File: src/rtl/pipe_adder_acc.sv
// Two-stage unsigned adder with an optional saturating accumulator.
// Stage p1 holds the exact pair sum; stage p2 holds the result and accumulator.
module pipe_adder_acc #(
  parameter int WIDTH   = 8,
  parameter int ACC_EXT = 4
) (
  input  logic                     clk,
  input  logic                     rst,
  input  logic                     in_valid,
  output logic                     in_ready,
  input  logic [WIDTH-1:0]         a,
  input  logic [WIDTH-1:0]         b,
  input  logic                     mode,
  input  logic                     clr,
  output logic                     out_valid,
  input  logic                     out_ready,
  output logic [WIDTH+ACC_EXT:0]   sum,
  output logic                     ovf
);

  localparam int SW = WIDTH + 1;
  localparam int AW = WIDTH + 1 + ACC_EXT;

  // Returns {saturated, value}; value is all-ones whenever the add carries out.
  function automatic logic [AW:0] sat_add(input logic [AW-1:0] acc,
                                          input logic [SW-1:0] s);
    logic [AW:0] full;
    full = {1'b0, acc} + {{(AW + 1 - SW){1'b0}}, s};
    if (full[AW]) sat_add = {1'b1, {AW{1'b1}}};
    else          sat_add = full;
  endfunction

  logic          vld_p1_q, vld_p1_d;
  logic [SW-1:0] sum_p1_q, sum_p1_d;
  logic          mode_p1_q, mode_p1_d;
  logic          clr_p1_q, clr_p1_d;
  logic          vld_p2_q, vld_p2_d;
  logic [AW-1:0] sum_p2_q, sum_p2_d;
  logic [AW-1:0] acc_p2_q, acc_p2_d;
  logic          ovf_p2_q, ovf_p2_d;
  logic [AW:0]   acc_sat;
  logic          take_p1, adv_p2;

  assign in_ready  = !rst && (!vld_p1_q || !vld_p2_q || out_ready);
  assign take_p1   = in_valid && in_ready;
  assign adv_p2    = vld_p1_q && (!vld_p2_q || out_ready);
  assign acc_sat   = sat_add(acc_p2_q, sum_p1_q);
  assign out_valid = vld_p2_q;
  assign sum       = sum_p2_q;
  assign ovf       = ovf_p2_q;

  always_comb begin
    vld_p1_d  = vld_p1_q;
    sum_p1_d  = sum_p1_q;
    mode_p1_d = mode_p1_q;
    clr_p1_d  = clr_p1_q;
    vld_p2_d  = vld_p2_q;
    sum_p2_d  = sum_p2_q;
    acc_p2_d  = acc_p2_q;
    ovf_p2_d  = ovf_p2_q;

    // Stage p1: capture the exact pair sum, or empty when it moves on
    if (take_p1) begin
      vld_p1_d  = 1'b1;
      sum_p1_d  = {1'b0, a} + {1'b0, b};
      mode_p1_d = mode;
      clr_p1_d  = clr;
    end else if (adv_p2) begin
      vld_p1_d  = 1'b0;
    end

    // Stage p2: the accumulator moves only when a beat enters this stage
    if (adv_p2) begin
      vld_p2_d = 1'b1;
      if (mode_p1_q) begin
        if (clr_p1_q) begin
          acc_p2_d = {{(AW - SW){1'b0}}, sum_p1_q};
          ovf_p2_d = 1'b0;
        end else begin
          acc_p2_d = acc_sat[AW-1:0];
          ovf_p2_d = ovf_p2_q | acc_sat[AW];
        end
        sum_p2_d = acc_p2_d;
      end else begin
        sum_p2_d = {{(AW - SW){1'b0}}, sum_p1_q};
      end
    end else if (out_ready) begin
      vld_p2_d = 1'b0;
    end
  end

  always_ff @(posedge clk or posedge rst) begin
    if (rst) begin
      vld_p1_q  <= 1'b0;
      sum_p1_q  <= '0;
      mode_p1_q <= 1'b0;
      clr_p1_q  <= 1'b0;
      vld_p2_q  <= 1'b0;
      sum_p2_q  <= '0;
      acc_p2_q  <= '0;
      ovf_p2_q  <= 1'b0;
    end else begin
      vld_p1_q  <= vld_p1_d;
      sum_p1_q  <= sum_p1_d;
      mode_p1_q <= mode_p1_d;
      clr_p1_q  <= clr_p1_d;
      vld_p2_q  <= vld_p2_d;
      sum_p2_q  <= sum_p2_d;
      acc_p2_q  <= acc_p2_d;
      ovf_p2_q  <= ovf_p2_d;
    end
  end

endmodule

File: config.mk
export PLATFORM = sky130hd
export DESIGN_NAME = pipe_adder_acc
export DESIGN_NICKNAME = d
export VERILOG_FILES = /design/src/rtl/pipe_adder_acc.sv
export SDC_FILE = /design/constraint.sdc
export NUM_CORES = 1
export LEC_CHECK = 0
export CAP_MARGIN = 20
export CORE_MARGIN = 2
export CORE_UTILIZATION = 59
export CTS_BUF_LIST = sky130_fd_sc_hd__clkbuf_16
export DETAILED_ROUTE_END_ITERATION = 10
export PLACE_DENSITY = 0.95
export SETUP_SLACK_MARGIN = 0.4
export SLEW_MARGIN = 10
export SYNTH_ARGS = -nofsm -noshare
export SYNTH_HDL_FRONTEND = slang
export SYNTH_SLANG_ARGS = --single-unit
File: constraint.sdc
create_clock -name clk -period 4.4 [get_ports clk]
set_input_delay 0.88 -clock clk [delete_from_list [all_inputs] [get_ports clk]]
set_output_delay 0.88 -clock clk [all_outputs]
set_load 0.005 [all_outputs]
==> flow_summary.json, run 1 <==
{
  "status": "finished clean",
  "fillers": 304,
  "max_cap_viol_count": 0,
  "setup-violations-final": 0,
  "syn_area_um2": 2570,
  "ys_types": 54,
  "antenna_found_initial": 0,
  "timing.rr.start": "sum_p1_q[0]",
  "antenna_left": 0,
  "insertion_delay_ns": 0.28,
  "syn_to_final_growth_pct": 22.0,
  "power.leakage_nw": 1.37,
  "dr.first_iter.drc_count": 238,
  "pwr-share-clk_pct": 19.9,
  "maxSlewHeadroom_pct": 48.7,
  "startpoint": "out_ready",
  "gp_congestion": 0.886,
  "grt_max_degree": 41,
  "io_pins": 38,
  "first_pass_iters": 5,
  "endpoint": "in_ready",
  "worstMarginPinSlew_ns": 0.766,
  "wl_um": 6150,
  "vias": 2341,
  "arrival_ns": 2.24,
  "fin_crit_sh_pct": 70.8,
  "fp.dieH_um": 70.1,
  "holdBufCountCts": 0,
  "timing.final.hold_violations": 0,
  "syn-num-nets": 317,
  "p_int_w": 0.00108,
  "cts_tree": "done",
  "die_area_um2": 4910,
  "grt_pass1_wl_um": 10500,
  "cts_resized": 0,
  "cts_htree_levels": 2,
  "hpwlAfterDp_um": 4350,
  "avgViaCountPerCell": 6.36,
  "synth_top_flop_cell": "dfrtp_1",
  "finalPower_w": 0.00174,
  "cts_root_buffer": "clkbuf_16",
  "async_flop_share_pct": 100,
  "drive_above_1_share_pct": 10.1,
  "skew_ns": 0.00405,
  "drc_errors": 0,
  "dieWidth_um": 70.1,
  "grtUsageTotal_pct": 26.9,
  "wire_per_inst_um": 16.7,
  "most-common-layout-cells": "dfrtp_1 (40), clkdlybuf4s50_1 (37), nand2_1 (34)",
  "synth_edf_count": 0,
  "p_comb_share_pct": 46.4,
  "nets": 357,
  "clock_path_buffers": 2,
  "num_rows": 24,
  "endpoint_kind": "primary output",
  "max_freq_ghz": 0.321,
  "pwr-share-seq_pct": 33.7,
  "io_buffers": 37,
  "path_class": "in2out",
  "critPathLaunchType": "input pin",
  "syn_inst": 276,
  "setup_tns_ns": 0,
  "post-route-util_pct": 73.7,
  "vdd_ir_drop_max_mv": 0.260,
  "p_sw_w": 0.000668,
  "cts_buffers": 5,
  "cts_setup_buffers": 0,
  "mostFrequentLayoutCell": "dfrtp_1",
  "pwr_density_cell_nw_per_um2": 555,
  "synth_seq_cells": 40,
  "worstHoldPathType": "reg2reg",
  "whs_ns": 0.481,
  "start_util_pct": 60.4,
  "antennaDiodeCount": 0,
  "required_ns": 3.52,
  "synth_seq_area_share_pct": 38.9,
  "swShare_pct": 38.3,
  "crit_fanout": 3,
  "ff2ff_setup_slack_ns": 2.06,
  "cts_sinks": 40,
  "synth.avg_cell_area_um2": 9.33,
  "yosys_warnings": 0,
  "first_global_vias": 2236,
  "clkTransAtPathRegs_ns": 0.06,
  "core_area_um2": 4260,
  "rsz0062_at_grt": "false",
  "rr_endpoint": "acc_p2_q[12]",
  "grt.overflow.total": 0,
  "worst-r2r-cell-count": 9,
  "fin_crit_ns": 3.12,
  "maxSlewViolCount": 0
}
==> kinds of logic after synthesis <==
family                   Yosys count  synth area share (%)
XOR/XNOR                           9                  3.06
flip-flops                        40                  38.9
AO/OA/AOI/OAI                     88                  24.3
AND/OR/NAND/NOR                   97                  18.8
buffers and inverters             18                  2.96
adder cells (fa/ha/maj)           19                  9.82
multiplexers                       5                  2.14
==> sequential cells by signal, summed over array words and instances, names as in the netlist <==
register / cells
acc_p2_q: 13
vld_p1_q: 1
clr_p1_q: 1
sum_p1_q: 9
out_valid: 1
sum: 13
mode_p1_q: 1
ovf: 1
==> stage by stage <==
| step | instances | setup slack [ns] | area, um2 |
|---|---|---|---|
| 4_1_cts | 368 | 1.28 | 3140 |
| 6_report | 368 | 1.28 | 3140 |
| 5_1_grt | 368 | 1.18 | 3140 |
| 2_1_floorplan | 276 | 1.98 | 2570 |
| 3_3_place_gp | 361 | 1.34 | 3000 |
| 3_5_place_dp | 361 | 1.24 | 3000 |
==> area by class of cell <==
type / count / area, um2 / share of cell area (%)
Clock buffer: 5 / 125 / 3.98
Clock inverter: 2 / 12.5 / 0.398
Inverter: 11 / 41.3 / 1.31
Multi-Input combinational cell: 218 / 1500 / 47.8
Sequential cell: 40 / 1000 / 31.9
Tap cell: 52 / 65.1 / 2.07
Timing Repair Buffer: 40 / 393 / 12.5
==> worst max-delay path, stage by stage <==
cell and delay (ns):
clkdlybuf4s50_1 0.49, nor2b_1 0.08, a21oi_1 0.23, clkdlybuf4s50_1 0.55
==> layer usage <==
| layer | vias to the layer above | GRT usage, % | wire length (um) |
|---|---|---|---|
| met4 | 0 | 8.76 | 129 |
| met5 | - | 0 | 0 |
| met3 | 16 | 5.48 | 364 |
| met1 | 1123 | 34.2 | 2530 |
| met2 | 115 | 45.9 | 3130 |
| li1 | 1087 | - | - |
==> cell usage after synthesis (4+ instances only) <==
cell type	instances	area [um2]
o211ai_1	5	37.5
nand2_1	34	128
nand4_1	5	31.3
a21o_1	4	30.0
nor3_1	6	30.0
nor2_1	18	67.6
and3_1	4	25.0
inv_1	11	41.3
nand2b_1	4	25.0
xor2_1	5	43.8
nand3_1	10	50.1
o21ai_0	19	95.1
dfrtp_1	40	1000
clkbuf_1	4	15.0
mux2_2	4	45.0
ha_1	17	213
nand3b_1	4	30.0
xnor2_1	4	35.0
a21oi_1	29	145
==> power by group through the flow <==
stage	clock, W	combinational, W	sequential (W)
2_1_floorplan	0	0.000567	0.000561
3_3_place_gp	0	0.000742	0.000584
3_5_place_dp	0	0.000780	0.000591
4_1_cts	0.000347	0.000795	0.000586
5_1_grt	0.000365	0.000885	0.000605
6_report	0.000348	0.000808	0.000588
==> worst min path at each step <==
stage	startpoint	to	slack [ns]	depth (start not counted)
floorplan	acc_p2_q[2]	acc_p2_q[2]	0.45	2
global placement	acc_p2_q[0]	acc_p2_q[0]	0.46	2
detailed placement	acc_p2_q[8]	acc_p2_q[8]	0.47	2
CTS	acc_p2_q[8]	acc_p2_q[8]	0.49	2
global route	acc_p2_q[8]	acc_p2_q[8]	0.52	2
finish	sum[10]	sum[10]	0.48	2
No activity file was read; power rests on OpenSTA's default activity.
==> inputs of run 2 (changes only) <==
- CORE_UTILIZATION: 59 -> 54
- PLACE_DENSITY: 0.95 -> 0.92
- clock period: 4.4 -> 2.9 ns (I/O delays scaled with it)
==> run 2 against run 1 <==
  * Combinational power up 50%
  * Hold slack improved by 0.0023 ns
  * Critical endpoint unchanged
  * Final area is 1.2% higher
  * Die area increased by 8.7%
  * Final cell count grew 1.6%
  * Critical path type unchanged
  * Largest cell class unchanged
  * Non-clock buffer count rose by 3
==> flow_summary.json, run 2 (same netlist as run 1, synthesis figures left out) <==
{
  "grtUsageTotal_pct": 24.2,
  "cts_tree": "done",
  "die_area_um2": 5340,
  "clock_path_buffers": 2,
  "antenna_found_initial": 0,
  "maxSlewHeadroom_pct": 54.4,
  "stdcell_count": 374,
  "multiInputGateArea_um2": 1510,
  "grt.overflow.total": 0,
  "max_cap_viol_count": 0,
  "most-common-layout-cells": "dfrtp_1 (40), clkdlybuf4s50_1 (37), nand2_1 (34)",
  "pwr_density_cell_nw_per_um2": 829,
  "io_pins": 38,
  "fin_crit_sh_pct": 84.3,
  "cts_htree_levels": 2,
  "drc_errors": 0,
  "fillers": 340,
  "core_area_um2": 4660,
  "max_stage_delay_ns": 0.53,
  "worstMarginPinSlew_ns": 0.684,
  "power.leakage_nw": 1.39,
  "status": "finished clean",
  "crit_fanout": 3,
  "maxSlewViolCount": 0,
  "path_class": "in2out",
  "timing.final.hold_violations": 0,
  "min_from": "sum[10]",
  "holdBufCountCts": 0,
  "startpoint": "out_ready",
  "drive_above_1_share_pct": 11.3,
  "cts_buffers": 5,
  "dr.first_iter.drc_count": 150,
  "wl_um": 6100,
  "start_util_pct": 55.2,
  "skew_ns": 0.00412,
  "clkTransAtPathRegs_ns": 0.06,
  "first_pass_iters": 4,
  "grt_max_degree": 41,
  "wire_per_inst_um": 16.3,
  "required_ns": 2.32,
  "worstHoldPathType": "reg2reg",
  "first_global_vias": 2283,
  "final-seq-area_um2": 1000,
  "grt_pass1_wl_um": 10100,
  "vdd_ir_drop_max_mv": 0.336,
  "nets": 360,
  "antenna_left": 0,
  "slowest_stage": "clkdlybuf4s50_1",
  "cts_sinks": 40,
  "cpMostUsedCell": "clkdlybuf4s50_1",
  "syn_to_final_growth_pct": 23.4,
  "critPathLaunchType": "input pin",
  "io_buffers": 37,
  "insertion_delay_ns": 0.28,
  "fp.dieH_um": 73.1,
  "cts_root_buffer": "clkbuf_16",
  "arrival_ns": 1.87,
  "num_rows": 25,
  "hpwlAfterDp_um": 4480,
  "antennaDiodeCount": 0,
  "gp_congestion": 0.851,
  "vias": 2272,
  "fin_crit_ns": 2.45,
  "setup_tns_ns": 0,
  "avgViaCountPerCell": 6.07,
  "crit_chain": "clkdlybuf4s50_1, nor2b_1, a21oi_2, clkdlybuf4s50_1",
  "dieWidth_um": 73.1,
  "mostFrequentLayoutCell": "dfrtp_1",
  "rsz0062_at_grt": "false",
  "endpoint_kind": "primary output",
  "timing.rr.start": "sum_p1_q[6]",
  "max_freq_ghz": 0.409,
  "setup-violations-final": 0,
  "place_inst": 366
}
==> run 2: layer usage <==
metal | share of wire (%) | global-route usage (%)
met5 | 0 | 0
met4 | 1.3 | 8.23
met3 | 6.3 | 5.25
met2 | 52 | 42.0
met1 | 40 | 29.7
==> run 2: power breakdown <==
| part | internal, W | total (W) | leakage (nW) | switching, W |
|---|---|---|---|---|
| registers | 0.000735 | 0.000891 | 0.499 | 0.000156 |
| logic | 0.000591 | 0.00121 | 0.818 | 0.000624 |
| clock network | 0.000312 | 0.000528 | 0.0687 | 0.000215 |
| total | 0.00164 | 0.00263 | 1.39 | 0.000995 |
==> run 2: area by class of cell <==
| class | count | area share (%) |
|---|---|---|
| clock buffer | 5 | 3.94 |
| inverter | 11 | 1.30 |
| tap | 54 | 2.13 |
| timing repair buffer | 43 | 13.1 |
| sequential | 40 | 31.5 |
| clock inverter | 3 | 0.472 |
| multi-input combinational | 218 | 47.6 |
==> run 2: critical path, delay by kind of cell <==
kind | cells | cell delay, ns
AO/OA/AOI/OAI | 1 | 0.20
buffers and inverters | 2 | 1.00
AND/OR/NAND/NOR | 1 | 0.08
==> run 2: path summary, 6_finish.rpt <==
check                               to  slack (ns)  depth (start not counted)
setup reg to reg                sum[8]        0.58                          7
max in group asynchronous       sum[4]        1.75                          3
hold reg to reg                sum[10]        0.48                          2
setup / recovery              in_ready        0.45                          4
min in group asynchronous  sum_p1_q[4]        0.81                          3
hold / removal                 sum[10]        0.48                          2
==> run 2: repair_timing <==
action                     in CTS  in global routing
setup buffers                   0                  0
setup endpoints to repair       1                  1
resized for setup               1                  2
==> run 2: per-stage QoR <==
step,instance area (um2),util [%],hold slack [ns],total power [W],setup slack [ns]
floorplan,2570,-,0.450,0.00171,0.783
global placement,3030,65.0,0.462,0.00202,0.297
detailed placement,3030,65.0,0.477,0.00208,0.163
CTS,3170,68.1,0.490,0.00262,0.455
global route,3180,68.2,0.510,0.00281,0.390
finish,3180,68.2,0.484,0.00263,0.454
